$ cat config.mk
export PLATFORM = sky130hd
export DESIGN_NAME = spi_frame_receiver_flat
export DESIGN_NICKNAME = d
export VERILOG_FILES = /design/src/rtl/spi_frame_receiver_if.sv /design/src/rtl/spi_frame_receiver.sv /design/src/flat_wrapper.sv
export SDC_FILE = /design/constraint.sdc
export NUM_CORES = 2
export LEC_CHECK = 0
export CORE_MARGIN = 5
export CORE_UTILIZATION = 34
export DETAILED_ROUTE_END_ITERATION = 8
export GPL_ROUTABILITY_DRIVEN = 0
export PLACE_DENSITY = 0.57
export SETUP_SLACK_MARGIN = 0.05
export SYNTH_ARGS = -nofsm -noshare
export SYNTH_HDL_FRONTEND = slang
export SYNTH_SLANG_ARGS = --single-unit
$ cat constraint.sdc
create_clock -name clk -period 3 [get_ports clk]
set_input_delay 0.6 -clock clk [delete_from_list [all_inputs] [get_ports clk]]
set_output_delay 0.6 -clock clk [all_outputs]
set_load 0.02 [all_outputs]
$ cat src/rtl/spi_frame_receiver_if.sv
`default_nettype none
// ============================================================================
// Module      : spi_frame_receiver_if
// Description : Bundles the SPI pins and the frame-receiver outputs.
//               master : drives the SPI pins (sck, sdi, cs_n) and observes
//                        the displayed frame and the done/error pulses.
//               slave  : the receiver itself.
//               matrix : 32 words x 16 bits, word 0 first.
// Revision    : 1.0 - initial release
// ============================================================================
interface spi_frame_receiver_if;
    logic        sck;
    logic        sdi;
    logic        cs_n;
    logic [15:0] matrix [31:0];
    logic        frame_done;
    logic        frame_err;

    modport master (
        output sck, sdi, cs_n,
        input  matrix, frame_done, frame_err
    );

    modport slave (
        input  sck, sdi, cs_n,
        output matrix, frame_done, frame_err
    );
endinterface
`default_nettype wire

$ cat src/rtl/spi_frame_receiver.sv
`default_nettype none
// ============================================================================
// Module      : spi_frame_receiver
// Description : Receives a 512-bit SPI (mode 0, MSB first) frame into a
//               staging buffer and copies it to the displayed matrix in a
//               single cycle once all 512 bits have arrived.
// Ports       : clk    - system clock (all logic on posedge)
//               reset  - synchronous active-high reset
//               bus    - slave modport: sck/sdi/cs_n in,
//                        matrix/frame_done/frame_err out
// Revision    : 1.0 - initial release
// ============================================================================
module spi_frame_receiver #(
    parameter int SYNC_STAGES = 2
) (
    input  wire logic            clk,
    input  wire logic            reset,
    spi_frame_receiver_if.slave  bus
);

    typedef enum logic [1:0] {
        ST_IDLE = 2'd0,
        ST_RECV = 2'd1,
        ST_HOLD = 2'd2
    } state_t;

    localparam logic [1:0] c_FLUSH = 2'(SYNC_STAGES);

    // Synchronizer chains; the last stage is the synchronized value.
    logic [SYNC_STAGES-1:0] sck_sync_q, sck_sync_d;
    logic [SYNC_STAGES-1:0] sdi_sync_q, sdi_sync_d;
    logic [SYNC_STAGES-1:0] cs_sync_q,  cs_sync_d;
    logic                   sck_prev_q, sck_prev_d;

    // Counts cycles after reset until the chains hold real input samples.
    logic [1:0]  flush_q, flush_d;
    // Set once cs_n has been seen high after reset; a cs_n that was already
    // low through reset therefore cannot open a transfer.
    logic        armed_q, armed_d;

    state_t      state_q, state_d;
    logic [8:0]  bit_cnt_q, bit_cnt_d;
    logic [7:0]  shift_q, shift_d;
    logic [15:0] staging_q [31:0];
    logic [15:0] staging_d [31:0];
    logic [15:0] matrix_q  [31:0];
    logic [15:0] matrix_d  [31:0];
    logic        copy_q, copy_d;
    logic        done_q, done_d;
    logic        err_q, err_d;

    logic        w_sck_s;
    logic        w_sdi_s;
    logic        w_cs_s;
    logic        w_sck_rise;
    logic [7:0]  w_new_byte;
    logic [5:0]  w_byte_idx;
    logic [4:0]  w_word_idx;

    assign w_sck_s    = sck_sync_q[SYNC_STAGES-1];
    assign w_sdi_s    = sdi_sync_q[SYNC_STAGES-1];
    assign w_cs_s     = cs_sync_q[SYNC_STAGES-1];
    assign w_sck_rise = w_sck_s & ~sck_prev_q;
    assign w_new_byte = {shift_q[6:0], w_sdi_s};
    assign w_byte_idx = bit_cnt_q[8:3];
    assign w_word_idx = w_byte_idx[5:1];

    always_comb begin
        sck_sync_d = {sck_sync_q[SYNC_STAGES-2:0], bus.sck};
        sdi_sync_d = {sdi_sync_q[SYNC_STAGES-2:0], bus.sdi};
        cs_sync_d  = {cs_sync_q[SYNC_STAGES-2:0],  bus.cs_n};
        sck_prev_d = w_sck_s;
        flush_d    = (flush_q != c_FLUSH) ? flush_q + 2'd1 : flush_q;
        armed_d    = armed_q | ((flush_q == c_FLUSH) & w_cs_s);

        state_d    = state_q;
        bit_cnt_d  = bit_cnt_q;
        shift_d    = shift_q;
        staging_d  = staging_q;
        matrix_d   = matrix_q;
        copy_d     = 1'b0;
        done_d     = 1'b0;
        err_d      = 1'b0;

        // Copy happens the cycle after the last byte lands in staging, so the
        // new frame and frame_done appear together two cycles after the
        // final edge detect.
        if (copy_q) begin
            matrix_d = staging_q;
            done_d   = 1'b1;
        end

        case (state_q)
            ST_IDLE: begin
                if (armed_q && !w_cs_s) begin
                    state_d   = ST_RECV;
                    bit_cnt_d = 9'd0;
                end
            end
            ST_RECV: begin
                // cs_n release takes priority over a coincident sck edge.
                if (w_cs_s) begin
                    err_d     = 1'b1;
                    bit_cnt_d = 9'd0;
                    state_d   = ST_IDLE;
                end else if (w_sck_rise) begin
                    shift_d   = w_new_byte;
                    bit_cnt_d = bit_cnt_q + 9'd1;
                    if (bit_cnt_q[2:0] == 3'b111) begin
                        if (w_byte_idx[0]) begin
                            staging_d[w_word_idx][7:0]  = w_new_byte;
                        end else begin
                            staging_d[w_word_idx][15:8] = w_new_byte;
                        end
                    end
                    if (bit_cnt_q == 9'd511) begin
                        copy_d  = 1'b1;
                        state_d = ST_HOLD;
                    end
                end
            end
            ST_HOLD: begin
                if (w_cs_s) begin
                    state_d = ST_IDLE;
                end
            end
            default: begin
                state_d = ST_IDLE;
            end
        endcase
    end

    always_ff @(posedge clk) begin
        if (reset) begin
            sck_sync_q <= '0;
            sdi_sync_q <= '0;
            cs_sync_q  <= '1;
            sck_prev_q <= 1'b0;
            flush_q    <= 2'd0;
            armed_q    <= 1'b0;
            state_q    <= ST_IDLE;
            bit_cnt_q  <= 9'd0;
            shift_q    <= 8'd0;
            staging_q  <= '{default: 16'h0000};
            matrix_q   <= '{default: 16'h0000};
            copy_q     <= 1'b0;
            done_q     <= 1'b0;
            err_q      <= 1'b0;
        end else begin
            sck_sync_q <= sck_sync_d;
            sdi_sync_q <= sdi_sync_d;
            cs_sync_q  <= cs_sync_d;
            sck_prev_q <= sck_prev_d;
            flush_q    <= flush_d;
            armed_q    <= armed_d;
            state_q    <= state_d;
            bit_cnt_q  <= bit_cnt_d;
            shift_q    <= shift_d;
            staging_q  <= staging_d;
            matrix_q   <= matrix_d;
            copy_q     <= copy_d;
            done_q     <= done_d;
            err_q      <= err_d;
        end
    end

    assign bus.matrix     = matrix_q;
    assign bus.frame_done = done_q;
    assign bus.frame_err  = err_q;

endmodule
`default_nettype wire

$ cat src/flat_wrapper.sv
// flat-port wrapper written by rule: the top's interface ports become plain ports
module spi_frame_receiver_flat 
#(
    parameter int SYNC_STAGES = 2
)
  (clk, reset, bus_sck, bus_sdi, bus_cs_n, bus_matrix, bus_frame_done, bus_frame_err);
  spi_frame_receiver_if bus_i ();
  input  wire logic clk;
  input  wire logic reset;
  input wire logic [$bits(bus_i.sck)-1:0] bus_sck;
  input wire logic [$bits(bus_i.sdi)-1:0] bus_sdi;
  input wire logic [$bits(bus_i.cs_n)-1:0] bus_cs_n;
  output wire logic [$bits(bus_i.matrix)-1:0] bus_matrix;
  output wire logic [$bits(bus_i.frame_done)-1:0] bus_frame_done;
  output wire logic [$bits(bus_i.frame_err)-1:0] bus_frame_err;
  assign bus_i.sck = bus_sck;
  assign bus_i.sdi = bus_sdi;
  assign bus_i.cs_n = bus_cs_n;
  assign bus_matrix = {>>{bus_i.matrix}};
  assign bus_frame_done = bus_i.frame_done;
  assign bus_frame_err = bus_i.frame_err;
  spi_frame_receiver #(.SYNC_STAGES(SYNC_STAGES)) u_core (.clk(clk), .reset(reset), .bus(bus_i));
endmodule
After elaboration in Yosys (flattened, before gate mapping)
Index checks and enable logic that the tools add are counted.
{"block": "op_classes", "muxes": 20, "addsub": 2, "n_bitwise": 7, "reduce_logical": 11, "n_lt_le_gt_ge": 2, "n_eq_ne": 10}
{"operator": "512-bit bitwise mux", "n": 2}
{"operator": "512-bit 2-to-1 mux", "n": 1}
{"operator": "16-bit demux with 5-bit select", "n": 2}
{"operator": "9-bit 2-to-1 mux", "n": 3}
{"operator": "9-bit one-hot mux with 2 select lines", "n": 1}
{"operator": "16-bit 2-to-1 mux", "n": 1}
{"operator": "2-bit 2-to-1 mux", "n": 5}
{"operator": "9-bit by 1-bit adder with 9-bit output, second input constant", "n": 1}
{"operator": "9-bit equality test, second input constant", "n": 1}
{"operator": "8-bit 2-to-1 mux", "n": 1}
{"operator": "4-bit AND reduction", "n": 2}
{"operator": "5-bit by 6-bit less-than comparator with 1-bit output, second input constant", "n": 1}
{"operator": "3-bit by 1-bit != test with 1-bit output, second input constant", "n": 2}
{"operator": "2-bit one-hot mux with 3 select lines", "n": 1}
{"operator": "3-bit AND reduction", "n": 2}
{"operator": "5-bit by 1-bit greater-or-equal comparator with 1-bit output, second input constant", "n": 1}
{"operator": "2-bit equality test, second input constant", "n": 2}
{"operator": "2-bit by 1-bit != test with 1-bit output, second input constant", "n": 2}
{"operator": "1-bit NOT", "n": 4}
{"operator": "4-bit OR reduction", "n": 1}
{"operator": "3-bit equality test, second input constant", "n": 1}
{"operator": "1-bit 2-to-1 mux", "n": 3}
{"operator": "2-bit by 1-bit adder with 2-bit output, second input constant", "n": 1}
{"operator": "1-bit bitwise AND", "n": 2}
{"operator": "8 further kinds", "n": 9}
{"block": "totals", "regBits": 1055}

Longest topological paths before layout
{"block": "logic_depth", "depth_word": 6, "ltp_mapped": 8, "depth_no_buf": 7}

Worst setup path before layout
No wires, ideal clock.
{"block": "synth_path", "path_type": "register to register", "start": "register u_core.bit_cnt_q[0]", "end": "register u_core.staging_q[103] in the netlist's numbering", "path_stages_with_launch": 9, "n_path_buf": 2, "arrival_time_ns": 1.785, "slack_ns": 1.144, "t_required_ns": 2.930, "setup_ns": 0.070, "path_cell_list": "dfxtp_1 ha_1 ha_1 nand4bb_4 buf_6 buf_8 nor4_4 nand2_1 a21oi_1"}
{"block": "synth_via", "elab_chain_cells": 2}
{"item": "from (decl)", "line_no": "spi_frame_receiver.sv:42", "source": "logic [8:0] bit_cnt_q, bit_cnt_d;"}
{"item": "from (signal assigned)", "line_no": "spi_frame_receiver.sv:157", "source": "bit_cnt_q <= bit_cnt_d;"}
{"item": "3-bit equality test", "line_no": "spi_frame_receiver.sv:109", "source": "if (bit_cnt_q[2:0] == 3'b111) begin"}
{"item": "4-bit AND reduction (no source line)"}
{"item": "to (signal assigned)", "line_no": "spi_frame_receiver.sv:159", "source": "staging_q <= staging_d;"}
{"item": "to (decl)", "line_no": "spi_frame_receiver.sv:44", "source": "logic [15:0] staging_q [31:0];"}
No other way between the ends.
A chain may end at the register's enable or synchronous reset.

Final worst setup path
{"block": "layout_path", "start": "register u_core.bit_cnt_q[3]", "end": "register u_core.staging_q[453] in the netlist's numbering"}
{"block": "layout_via", "elab_chain_cells": 1}
{"item": "512-bit 2-to-1 mux", "line_no": "spi_frame_receiver.sv:110", "source": "if (w_byte_idx[0]) begin"}
No other way between the ends.

==> flow_summary.ini <==
[synth]
synth_xor_area_share_pct = 0.06802
synth.area.mux_share_pct = 13.56
synth.distinct_cells = 42
yosysTopAreaCell = dfxtp_1
synth-compound-area-share_pct = 6.857
syn-num-nets = 4156
syn_inst = 4147
synth_top_family_by_area = simple AND/OR/NAND/NOR gates
synth_top_area_share_pct = 54.68
seq_area_frac_synth_pct = 54.68
ys_warn_count = 0
ys_ff_latch = 1055
synth_adder_area_share_pct = 0.1296
avgSynthCellArea_um2 = 9.315
synth-simple-area-share_pct = 21.15
syn_area_um2 = 38630
synth.area.top_cells = dfxtp_1 55%, mux2i_1 14%, nand2_1 10%

[floorplanning]
io_pins = 519
num_rows = 123
start_util_pct = 34.29
die_w_um = 347.1
die_area_um2 = 120500
core_region_area_um2 = 112700
die_h_um = 347.1

[finish]
final_common_cell = dfxtp_1
multi_input_area_um2 = 16190
num_antenna_cells = 0
seqCellArea_um2 = 21150
drive_gt1_share_pct = 8.679
n_fill_cell = 10778
layout_common_cells = 1046 x dfxtp_1, 1028 x nand2_1, 530 x nor2_1
nNetsFinal = 4615
area_growth_pct = 28.24

[worst_setup_path]
critPathKind = reg2reg
worst-path-buf-inv = 1
cp.required_ns = 3.62
critPathArrivalTime_ns = 3.24
worst_path_max_delay_cell = or3b_2
timing.rr.end = u_core.staging_q[453]
cp_max_fo = 13
startpoint = u_core.bit_cnt_q[3]
crit_chain = buf_4, or3b_2, nor4_4, nand2_1, a21oi_1
rr_worst_depth = 5
crit_path_max_incr_delay_ns = 0.88
reg2reg_slack_ns = 0.38
end_kind = flop
worstSetupStartpointType = flop
rr_startpoint = u_core.bit_cnt_q[3]
worst_path_dominant_cell_family = simple AND/OR/NAND/NOR gates

[timing]
fin_ws_ns = 0.3819
rsz0062_at_grt = false
clock_skew_ns = 0.03340
hold_viol = 0
final_max_slew_viol_count = 0
finalWorstPathRequiredPeriod_ns = 2.618
max_freq_ghz = 0.3820
setup_tns_ns = 0
finalCritPeriodShare_pct = 87.27
worst_pin_slew_ns = 1.023
max_slew_margin_pct = 31.82
setup_viol = 0

[drt]
vias = 30047
dr.pass1.iters = 5
wire_per_inst_um = 20.85
drt_wl_total_um = 129300
wirelength_met1_um = 57090
postRouteAntennaNets = 0
met3WireLength_um = 8140
dr_wl_met2_um = 61640
highest_layer = met4
drcViolationCount = 0
viasPerCell = 4.846
drt_iter0_drc = 2041

[run_status]
status = complete, no violations

[placed_design]
io_buffers = 518
hpwlAfterDp_um = 85050
pre_cts_slack_ns = 0.3901

[job]
cap_violations = 0

[clocking]
clkLatencyLatePin_ns = 0.71
cts_buffer_depth = 3
cts_made_buffers = 112
cts.repair.resized = 0
path_clk_slew_ns = 0.06
cts_root_buf = clkbuf_16
post_cts_buffers = 0
cts.sinks = 1055
cts_hold_buf = 0
cts_tree = built
htree_num_levels = 3

[hold_path]
min_path_cells = 2
hp-start = reset
hp-class = in2reg
min_to = u_core.bus.matrix[28]

[global_route]
grt_max_degree = 110
grt_pass1_wl_um = 192800
antenna_found_initial = 0
track_usage_pct = 20.65
overflow = 0
grt_pass1_vias = 28986

[power_and_ir_drop]
powerDensity_nw_per_um2 = 579.0
power.total_mw = 28.68
leakagePower_nw = 16.56
ir_worst_vdd_mv = 0.4549
-- cell families (layout without fill, tap and decap cells) --
logic type | count (synthesis) | after routing
buffers and inverters | 290 | 844
flip-flops | 1055 | 1055
XOR/XNOR | 3 | 3
AND/OR/NAND/NOR | 1747 | 1747
multiplexers | 523 | 523
AO/OA/AOI/OAI | 525 | 525
adder cells (fa/ha/maj) | 4 | 4
-- registers in the layout, summed over array words and instances (netlist names) --
| name | flops |
|---|---|
| u_core.sck_prev_q | 1 |
| u_core.cs_sync_q | 2 |
| u_core.bus.frame_err | 1 |
| u_core.state_q | 2 |
| u_core.sck_sync_q | 2 |
| u_core.armed_q | 1 |
| u_core.copy_q | 1 |
| u_core.bus.matrix | 512 |
| u_core.sdi_sync_q | 2 |
| u_core.bus.frame_done | 1 |
| u_core.staging_q | 512 |
| u_core.bit_cnt_q | 9 |
| u_core.flush_q | 2 |
| u_core.shift_q | 7 |
-- routing by layer --
| layer | vias up | GRT usage, % |
|---|---|---|
| li1 | 14752 | - |
| met1 | 14432 | 27.15 |
| met2 | 717 | 34.59 |
| met3 | 146 | 5.072 |
| met4 | 0 | 4.409 |
| met5 | - | 0 |
-- power by group --
| part | switching [mW] | internal, mW | leakage (nW) | total (mW) |
|---|---|---|---|---|
| clock network | 5.88 | 8.34 | 1.89 | 14.2 |
| logic | 0.313 | 0.0993 | 6.17 | 0.413 |
| registers | 0.0219 | 14.0 | 8.50 | 14.0 |
| total | 6.22 | 22.5 | 16.6 | 28.7 |
-- area by class of cell --
| cell class | instances | area share [%] |
|---|---|---|
| Clock buffer | 154 | 6.524 |
| Clock inverter | 55 | 1.227 |
| Inverter | 2 | 0.01515 |
| Multi-Input combinational cell | 2802 | 32.69 |
| Sequential cell | 1055 | 42.70 |
| Tap cell | 1500 | 3.789 |
| Timing Repair Buffer | 633 | 13.05 |
-- Yosys cell counts, drive strengths merged --
| cell type | count |
|---|---|
| a21oi | 518 |
| a221o | 1 |
| and3 | 3 |
| and3b | 7 |
| and4b | 1 |
| buf | 120 |
| clkbuf | 168 |
| dfxtp | 1055 |
| ha | 4 |
| inv | 2 |
| mux2 | 1 |
| mux2i | 522 |
| nand2 | 1028 |
| nand2b | 2 |
| nand3 | 4 |
| nand3b | 6 |
| nand4 | 64 |
| nand4bb | 1 |
| nor2 | 530 |
| nor2b | 9 |
| nor3 | 5 |
| nor3b | 8 |
| nor4 | 64 |
| nor4bb | 1 |
| o21ai | 3 |
| o221ai | 2 |
| o31ai | 1 |
| or2 | 2 |
| or3 | 5 |
| or3b | 6 |
| or4 | 1 |
| xor2 | 3 |
-- stage by stage --
step	instances	utilization, %	hold WS [ns]	cell area [um^2]
2_1_floorplan	4147	-	0.3895	38630
4_1_cts	6201	43.97	0.3089	49540
5_1_grt	6201	43.97	0.3267	49540
3_5_place_dp	5992	40.57	0.4266	45700
6_report	6201	43.97	0.3399	49540
3_3_place_gp	5992	40.57	0.4217	45700
-- how the worst max path moves through the flow --
stage                       endpoint  slack (ns)  depth (start not counted)
2_1_floorplan  u_core.staging_q[103]        1.14                          8
3_3_place_gp    u_core.staging_q[57]        0.44                          7
3_5_place_dp   u_core.staging_q[178]        0.39                          5
4_1_cts        u_core.staging_q[178]        0.35                          5
5_1_grt        u_core.staging_q[112]        0.15                          5
6_report       u_core.staging_q[453]        0.38                          5
Power figures use the tool's default switching activity.
